--- config.mk ---
export PLATFORM = sky130hd
export DESIGN_NAME = instr_sequencer
export DESIGN_NICKNAME = d
export VERILOG_FILES = /design/src/rtl/instr_sequencer.sv
export SDC_FILE = /design/constraint.sdc
export NUM_CORES = 1
export LEC_CHECK = 0
export ABC_AREA = 1
export CAP_MARGIN = 0
export CORE_ASPECT_RATIO = 1.75
export CORE_UTILIZATION = 60
export DETAILED_ROUTE_END_ITERATION = 7
export GPL_TIMING_DRIVEN = 0
export MAX_ROUTING_LAYER = met4
export PLACE_DENSITY = 0.77
export SETUP_SLACK_MARGIN = 0.05
export SLEW_MARGIN = 20
export SYNTH_ARGS = -nofsm -noshare
export SYNTH_HDL_FRONTEND = slang
export SYNTH_SLANG_ARGS = --single-unit
--- constraint.sdc ---
create_clock -name clk -period 3.4 [get_ports clk]
set_input_delay 0.34 -clock clk [delete_from_list [all_inputs] [get_ports clk]]
set_output_delay 0.34 -clock clk [all_outputs]
set_load 0.1 [all_outputs]
--- src/rtl/instr_sequencer.sv ---
// rtl/instr_sequencer.sv - instruction store, PC stepping and valid/ready issue front end.
// Optional SEQ_JUMP_EN: opcode 4'hE becomes a jump consumed in FETCH.
module instr_sequencer #(
    parameter int          AW      = 4,
    parameter int          DEPTH   = 16,
    parameter logic [3:0]  HALT_OP = 4'hF
) (
    input  logic          clk,
    input  logic          rst,
    input  logic          load_en,
    input  logic [AW-1:0] load_addr,
    input  logic [12:0]   load_data,
    input  logic          start,
    input  logic          issue_ready,
    input  logic [7:0]    alu_result,
    output logic [3:0]    Opcode,
    output logic [2:0]    Rs,
    output logic [2:0]    Rt,
    output logic [2:0]    Rd,
    output logic          issue_valid,
    output logic          busy,
    output logic          halted,
    output logic [AW-1:0] pc,
    output logic [7:0]    last_result,
    output logic [7:0]    issue_count
);
    typedef enum logic [1:0] {S_IDLE, S_FETCH, S_ISSUE, S_DONE} state_t;

    localparam logic [AW-1:0] LAST_PC = AW'(DEPTH - 1);

    state_t        state_q, state_d;
    logic [AW-1:0] pc_q, pc_d;
    logic [12:0]   ir_q, ir_d;
    logic          halted_q, halted_d;
    logic [7:0]    last_q, last_d;
    logic [7:0]    cnt_q, cnt_d;
    logic [12:0]   mem_q [DEPTH];
    logic [12:0]   fetch_word;
    logic          ctl_open;

    assign ctl_open   = (state_q == S_IDLE) || (state_q == S_DONE);
    assign fetch_word = mem_q[pc_q];

    // The store is deliberately left out of reset so a program survives rst.
    always_ff @(posedge clk) begin
        if (load_en && ctl_open) begin
            mem_q[load_addr] <= load_data;
        end
    end

    always_ff @(posedge clk or posedge rst) begin
        if (rst) begin
            state_q  <= S_IDLE;
            pc_q     <= '0;
            ir_q     <= '0;
            halted_q <= 1'b0;
            last_q   <= '0;
            cnt_q    <= '0;
        end else begin
            state_q  <= state_d;
            pc_q     <= pc_d;
            ir_q     <= ir_d;
            halted_q <= halted_d;
            last_q   <= last_d;
            cnt_q    <= cnt_d;
        end
    end

    always_comb begin
        state_d  = state_q;
        pc_d     = pc_q;
        ir_d     = ir_q;
        halted_d = halted_q;
        last_d   = last_q;
        cnt_d    = cnt_q;
        case (state_q)
            S_IDLE, S_DONE: begin
                if (start) begin
                    state_d  = S_FETCH;
                    pc_d     = '0;
                    cnt_d    = '0;
                    halted_d = 1'b0;
                end
            end
            S_FETCH: begin
                if (fetch_word[12:9] == HALT_OP) begin
                    state_d  = S_DONE;
                    halted_d = 1'b1;
`ifdef SEQ_JUMP_EN
                end else if (fetch_word[12:9] == 4'hE) begin
                    pc_d = AW'(fetch_word[5:0]);
`endif
                end else begin
                    ir_d    = fetch_word;
                    state_d = S_ISSUE;
                end
            end
            S_ISSUE: begin
                if (issue_ready) begin
                    last_d = alu_result;
                    if (cnt_q != 8'hFF) begin
                        cnt_d = cnt_q + 8'd1;
                    end
                    // The last word ends the run; pc never wraps back to 0.
                    if (pc_q == LAST_PC) begin
                        state_d = S_DONE;
                    end else begin
                        pc_d    = pc_q + 1'b1;
                        state_d = S_FETCH;
                    end
                end
            end
            default: state_d = S_IDLE;
        endcase
    end

    assign Opcode      = ir_q[12:9];
    assign Rs          = ir_q[8:6];
    assign Rt          = ir_q[5:3];
    assign Rd          = ir_q[2:0];
    assign issue_valid = (state_q == S_ISSUE);
    assign busy        = (state_q == S_FETCH) || (state_q == S_ISSUE);
    assign halted      = halted_q;
    assign pc          = pc_q;
    assign last_result = last_q;
    assign issue_count = cnt_q;
endmodule

# Yosys cells after proc, flatten, opt, wreduce, memory -nomap -nowiden
# Memories as Yosys holds them, arrays and structs flattened.
# Index checks and enable logic that the tools add are counted.
[word_totals]
regBits = 36
ramBits = 208
in_bits = 30
out_inout_bits = 36
word_cells = 52
mem_count = 1
[memory_table]
columns = ["memory", "words", "width", "rd", "rd_ports_with_merged_regs", "write_ports", "line_no", "rtl"]
rows = [
  ["mem_q", 16, 13, 1, 0, 1, "37", "logic [12:0] mem_q [DEPTH];"],
]
[op_classes]
n_addsub = 2
eq_ne = 11
mux = 18
n_bitwise = 1
reduce_logical = 13
[op_table]
columns = ["operator", "n"]
rows = [
  ["8-bit 2-to-1 mux", 3],
  ["8-bit one-hot mux with 2 select lines", 1],
  ["4-bit 2-to-1 mux", 3],
  ["8-bit by 1-bit adder with 8-bit output (second input constant)", 1],
  ["4-bit equality test (second input constant)", 2],
  ["2-bit inequality test (second input constant)", 4],
  ["8-bit inequality test (second input constant)", 1],
  ["4-bit one-hot mux with 2 select lines", 1],
  ["4-bit AND reduction", 2],
  ["2-bit 2-to-1 mux", 3],
  ["2-bit one-hot mux with 3 select lines", 1],
  ["2-bit AND reduction", 3],
  ["1-bit 2-to-1 mux", 5],
  ["4-bit by 1-bit adder with 4-bit output (second input constant)", 1],
  ["2-bit equality test (second input constant)", 2],
  ["2-bit nonzero test", 2],
  ["3-bit AND reduction", 1],
  ["2-bit by 1-bit equality test with 1-bit output (second input constant)", 1],
  ["2-bit zero test", 1],
  ["1-bit logical OR", 2],
  ["2-bit by 1-bit inequality test with 1-bit output (second input constant)", 1],
  ["1-bit one-hot mux with 2 select lines", 1],
  ["2-bit OR reduction", 1],
  ["1-bit logical AND", 1],
  ["1-bit NOT", 1],
]

# Longest topological paths before layout
[logic_depth]
depth_word = 5
mapped_depth = 14
ltp_nobuf = 12

# Least setup slack after synthesis
# OpenSTA, ideal clock, no wires.
[synth_timing]
kind = "reg2reg"
from = "register state_q[0]"
to = "register cnt_q[7], in the netlist issue_count[7]"
setup_time_ns = 0.065
t_arrival_ns = 2.491
required_ns = 3.335
path_slack_ns = 0.844
stages_incl_launch_ff = 11
path_buffers = 1
synth_period_minus_slack_ns = 2.556
cell_sequence = "dfrtp_1 -> inv_1 -> ha_1 -> buf_2 -> inv_1 -> a21oi_2 -> nand2_1 -> nor2_2 -> nand3_1 -> o21bai_1 -> o211a_1"
[synth_between]
elab_cells_between_ends = 10
classes_between = "eq/ne: 5; mux: 1; reduce/logical: 4"
[synth_rtl]
columns = ["item", "line_no", "rtl"]
rows = [
  ["start: declaration", "31", "state_t state_q, state_d;"],
  ["start signal: assignment", "60", "state_q <= state_d;"],
  ["2-bit equality test (*)", "--", ""],
  ["via issue_valid", "20", "output logic issue_valid,"],
  ["2-bit by 1-bit inequality test with 1-bit output (no source line) (tied with other cells)", "--", ""],
  ["4-bit AND reduction (no source line)", "--", ""],
  ["end signal: assignment", "65", "cnt_q <= cnt_d;"],
  ["end: declaration", "36", "logic [7:0] cnt_q, cnt_d;"],
]
# Mark *: on every way through the listed nets, which the timed path passes. The rest lies on a longest branch.
# A chain may end at the register's enable or synchronous reset.

# Worst setup path in the final report
[layout_timing]
from = "register state_q[0]"
to = "output port busy"
[layout_between]
elab_chain_len = 2
elab_cells_between_ends = 3
classes_between = "eq/ne: 2; reduce/logical: 1"
[layout_lines]
columns = ["item", "line_no", "rtl"]
rows = [
  ["2-bit by 1-bit equality test with 1-bit output or 2-bit equality test (tied branches)", "122", "assign busy = (state_q == S_FETCH) || (state_q == S_ISSUE);"],
  ["1-bit logical OR (*)", "122", ""],
  ["end: declaration", "21", "output logic busy,"],
]
# Mark *: on every way between the ends. The rest lies on a longest branch, timed or not.

==> summary.txt <==
Outcome
  • Outcome: finished clean

Worst setup path
  • Crit path largest cell delay: 1.14 ns
  • CP Class: reg2out
  • CP Depth: 4
  • Reg2Reg Depth: 10
  • Crit path buf inv count: 3
  • Reg2reg end: ir_q[7]
  • R2r startpoint: pc[1]
  • Crit. Startpoint: state_q[0]
  • Crit path cell chain: inv_1, ha_1, inv_1, clkdlybuf4s50_1
  • Crit-path slowest cell: clkdlybuf4s50_1
  • Crit-path max FO: 4
  • R2R Setup Slk: 0.93 ns
  • CP required: 3.06 ns
  • CP Capture Type: primary output
  • Worst endpoint data arrival time: 2.53 ns
  • Critical path launch point type: register
  • Cell repeated most along the worst path: inv_1
  • Crit path max-delay family: buffers and inverters

Clocking
  • CTS clock-pin slew for the worst setup and hold paths: 0.07 ns
  • Post-CTS Setup Bufs: 0
  • Root Driver: clkbuf_16
  • Resized Gates After CTS: 0
  • Hold Buf Count CTS: 0
  • Clk sink count: 244
  • CTS tree: built
  • H-Tree Depth: 1
  • Num CTS Buffers: 22
  • CTS max path bufs: 3
  • Clock Latency Late Sink: 0.51 ns

Power and ir drop
  • P_int: 5570 µW
  • Lkg Pwr: 0.00439 µW
  • Peak VDD IR: 0.660 mV
  • Sequential power share: 40.6%
  • PwrDens: 736 nW/µm²
  • Comb power frac: 30.7%
  • Clock Power Share: 28.7%
  • Sw frac: 36.4%
  • Net Switching: 3180 µW

Timing
  • Worst-margin pin slew: 1.03 ns
  • Max Slew Vio Count: 0
  • Final worst slack: 0.531 ns
  • Fmax: 349 MHz
  • Min Hold Slack: 0.283 ns
  • Max-slew headroom: 31.1%
  • Final setup fails: 0
  • Tmin final: 2.87 ns
  • RSZ-0062 raised after global routing: no
  • Setup_tns: 0 ns
  • Fin. Hold Viols: 0
  • Fin crit share: 84.4%
  • Layout Skew: 0.00923 ns

Global routing
  • Largest net degree at the start of global routing: 37
  • Initial antenna violation count: 0
  • Tot GR Track Use: 31.9%
  • First-pass GRT wire length: 39100 µm
  • Total gr overflow: 0
  • Vias in the first global route: 7031

Floorplanning
  • Die ar.: 17200 µm²
  • Die H: 173 µm
  • Initial Util: 61.0%
  • Row cnt: 62
  • # IOs: 66
  • Die width: 99.5 µm
  • Core region area: 16400 µm²

Finish
  • Share of cells above drive strength 1: 11.0%
  • # fillers: 1128
  • Final cell count without fillers: 1168
  • Reg area: 7150 µm²
  • Syn-to-layout area delta: 19.2%
  • Nets: 965
  • Area occupied by multi-input gates: 2420 µm²
  • Most common cell after layout, fill and taps aside: edfxtp_1
  • ANT cells: 0
  • Most frequent cells in the layout: edfxtp_1 (208), nand2_1 (150), nor2_1 (86)

Placed design
  • Setup WS pre-CTS: 1.01 ns
  • Dpl hpwl: 17000 µm
  • GPL Wtd Cong: 0.868
  • Inst Count DP: 1131
  • Number of I/O port buffers: 65

Detailed routing
  • Drt drc: 0
  • Routed vias: 7027
  • Initial DRC Count: 693
  • Post-detailed-route count of antenna-violating nets: 0
  • Total wire length: 25800 µm
  • DR WL/cell: 22.1 µm
  • Drt pass-1 iters: 6
  • Vias per inst: 6.02

Hold path
  • Hold crit path type: in2async

Synth
  • Net count after synthesis: 861
  • Synth Warn #: 0
  • Post-Synthesis Cells: 827
  • Post-synthesis sequential area ratio: 71.6%
  • Post-synth cell types: 34
  • Seq cells post-synth: 244
  • Area of the mapped netlist: 9980 µm²
  • Syn_area_per_cell: 12.1 µm²

Job
  • Max-Cap Viols: 0
## kinds of logic after synthesis
group | count (synthesis) | synth area share (%)
mux | 8 | 0.903
compound gates | 146 | 9.04
fa+ha+maj | 4 | 0.502
simple gates | 328 | 13.4
flops | 244 | 71.6
buf+inv | 97 | 4.51
## cells in the mapped netlist
cell / n / share of area [%]
inv_4: 1 / 0.063
dfrtp_1: 36 / 9.0
nor2_2: 1 / 0.063
buf_6: 5 / 0.56
o211ai_1: 12 / 0.90
nand4_1: 2 / 0.13
nor3b_1: 2 / 0.15
buf_1: 1 / 0.038
a211oi_1: 1 / 0.075
edfxtp_1: 208 / 63
nor2_1: 102 / 3.8
a21oi_1: 6 / 0.30
o21ai_1: 15 / 0.75
inv_1: 50 / 1.9
o22ai_1: 12 / 0.75
nor4_1: 1 / 0.063
nand2_2: 1 / 0.063
inv_2: 1 / 0.038
nand2_1: 150 / 5.6
o21ai_0: 68 / 3.4
o21ai_4: 1 / 0.16
buf_2: 16 / 0.80
clkbuf_1: 16 / 0.60
o221ai_1: 24 / 2.1
buf_4: 7 / 0.53
ha_1: 4 / 0.50
o21bai_1: 2 / 0.15
nor3_1: 4 / 0.20
a21oi_2: 1 / 0.088
o21a_1: 2 / 0.15
mux2_2: 8 / 0.90
a311oi_1: 1 / 0.088
nand3_1: 65 / 3.3
o211a_1: 1 / 0.10
## how the worst max path moves through the flow
stage                                end
after floorplan           issue_count[7]
after global placement      mem_q[15][1]
after detailed placement         ir_q[6]
after CTS                           busy
final                               busy
after global routing                busy
## metal layers
layer	part of all wire (%)	up-vias	track usage [%]
met3	8.4	86	4.49
li1	-	3146	-
met1	35	3365	37.2
met5	0	-	-
met2	53	430	55.4
met4	3.7	0	12.6
## sequential cells by signal, indices dropped and copies added (netlist names)
signal / cells
halted: 1
ir_q: 13
mem_q: 208
issue_count: 8
state_q: 2
pc: 4
last_result: 8
## metrics by stage
step           power (µW)  utilization (%)  instance area [µm²]
2_1_floorplan        5530                -                 9980
3_3_place_gp         6210             66.6                10900
3_5_place_dp         6280             68.2                11200
4_1_cts              8750             72.6                11900
5_1_grt              9030             72.6                11900
6_report             8750             72.6                11900
## cell type report
cell class	instances	area share [%]
clock buffer	25	4.90
buffer	45	2.13
multi-input combinational	486	20.4
timing repair buffer	80	7.34
inverter	52	1.66
tap	224	2.36
clock inverter	12	1.14
sequential	244	60.1
## power groups by stage
| stage | Clock, µW | Combinational [µW] | Sequential (µW) |
|---|---|---|---|
| after CTS | 2520 | 2680 | 3550 |
| after global placement | 0 | 2600 | 3610 |
| after global routing | 2640 | 2830 | 3570 |
| after detailed placement | 0 | 2670 | 3610 |
| after floorplan | 0 | 934 | 4600 |
| final | 2510 | 2690 | 3550 |
## worst reg2reg max path, stage by stage, from the launching register on
cell	delay, ns
dfrtp_1	0.50
inv_2	0.11
buf_4	0.19
buf_4	0.20
clkbuf_1	0.56
o21ai_0	0.22
o221ai_1	0.22
nand3_1	0.10
nand2_1	0.14
nand3_1	0.10
nand2_1	0.08
(Power assumes the default switching activity.)
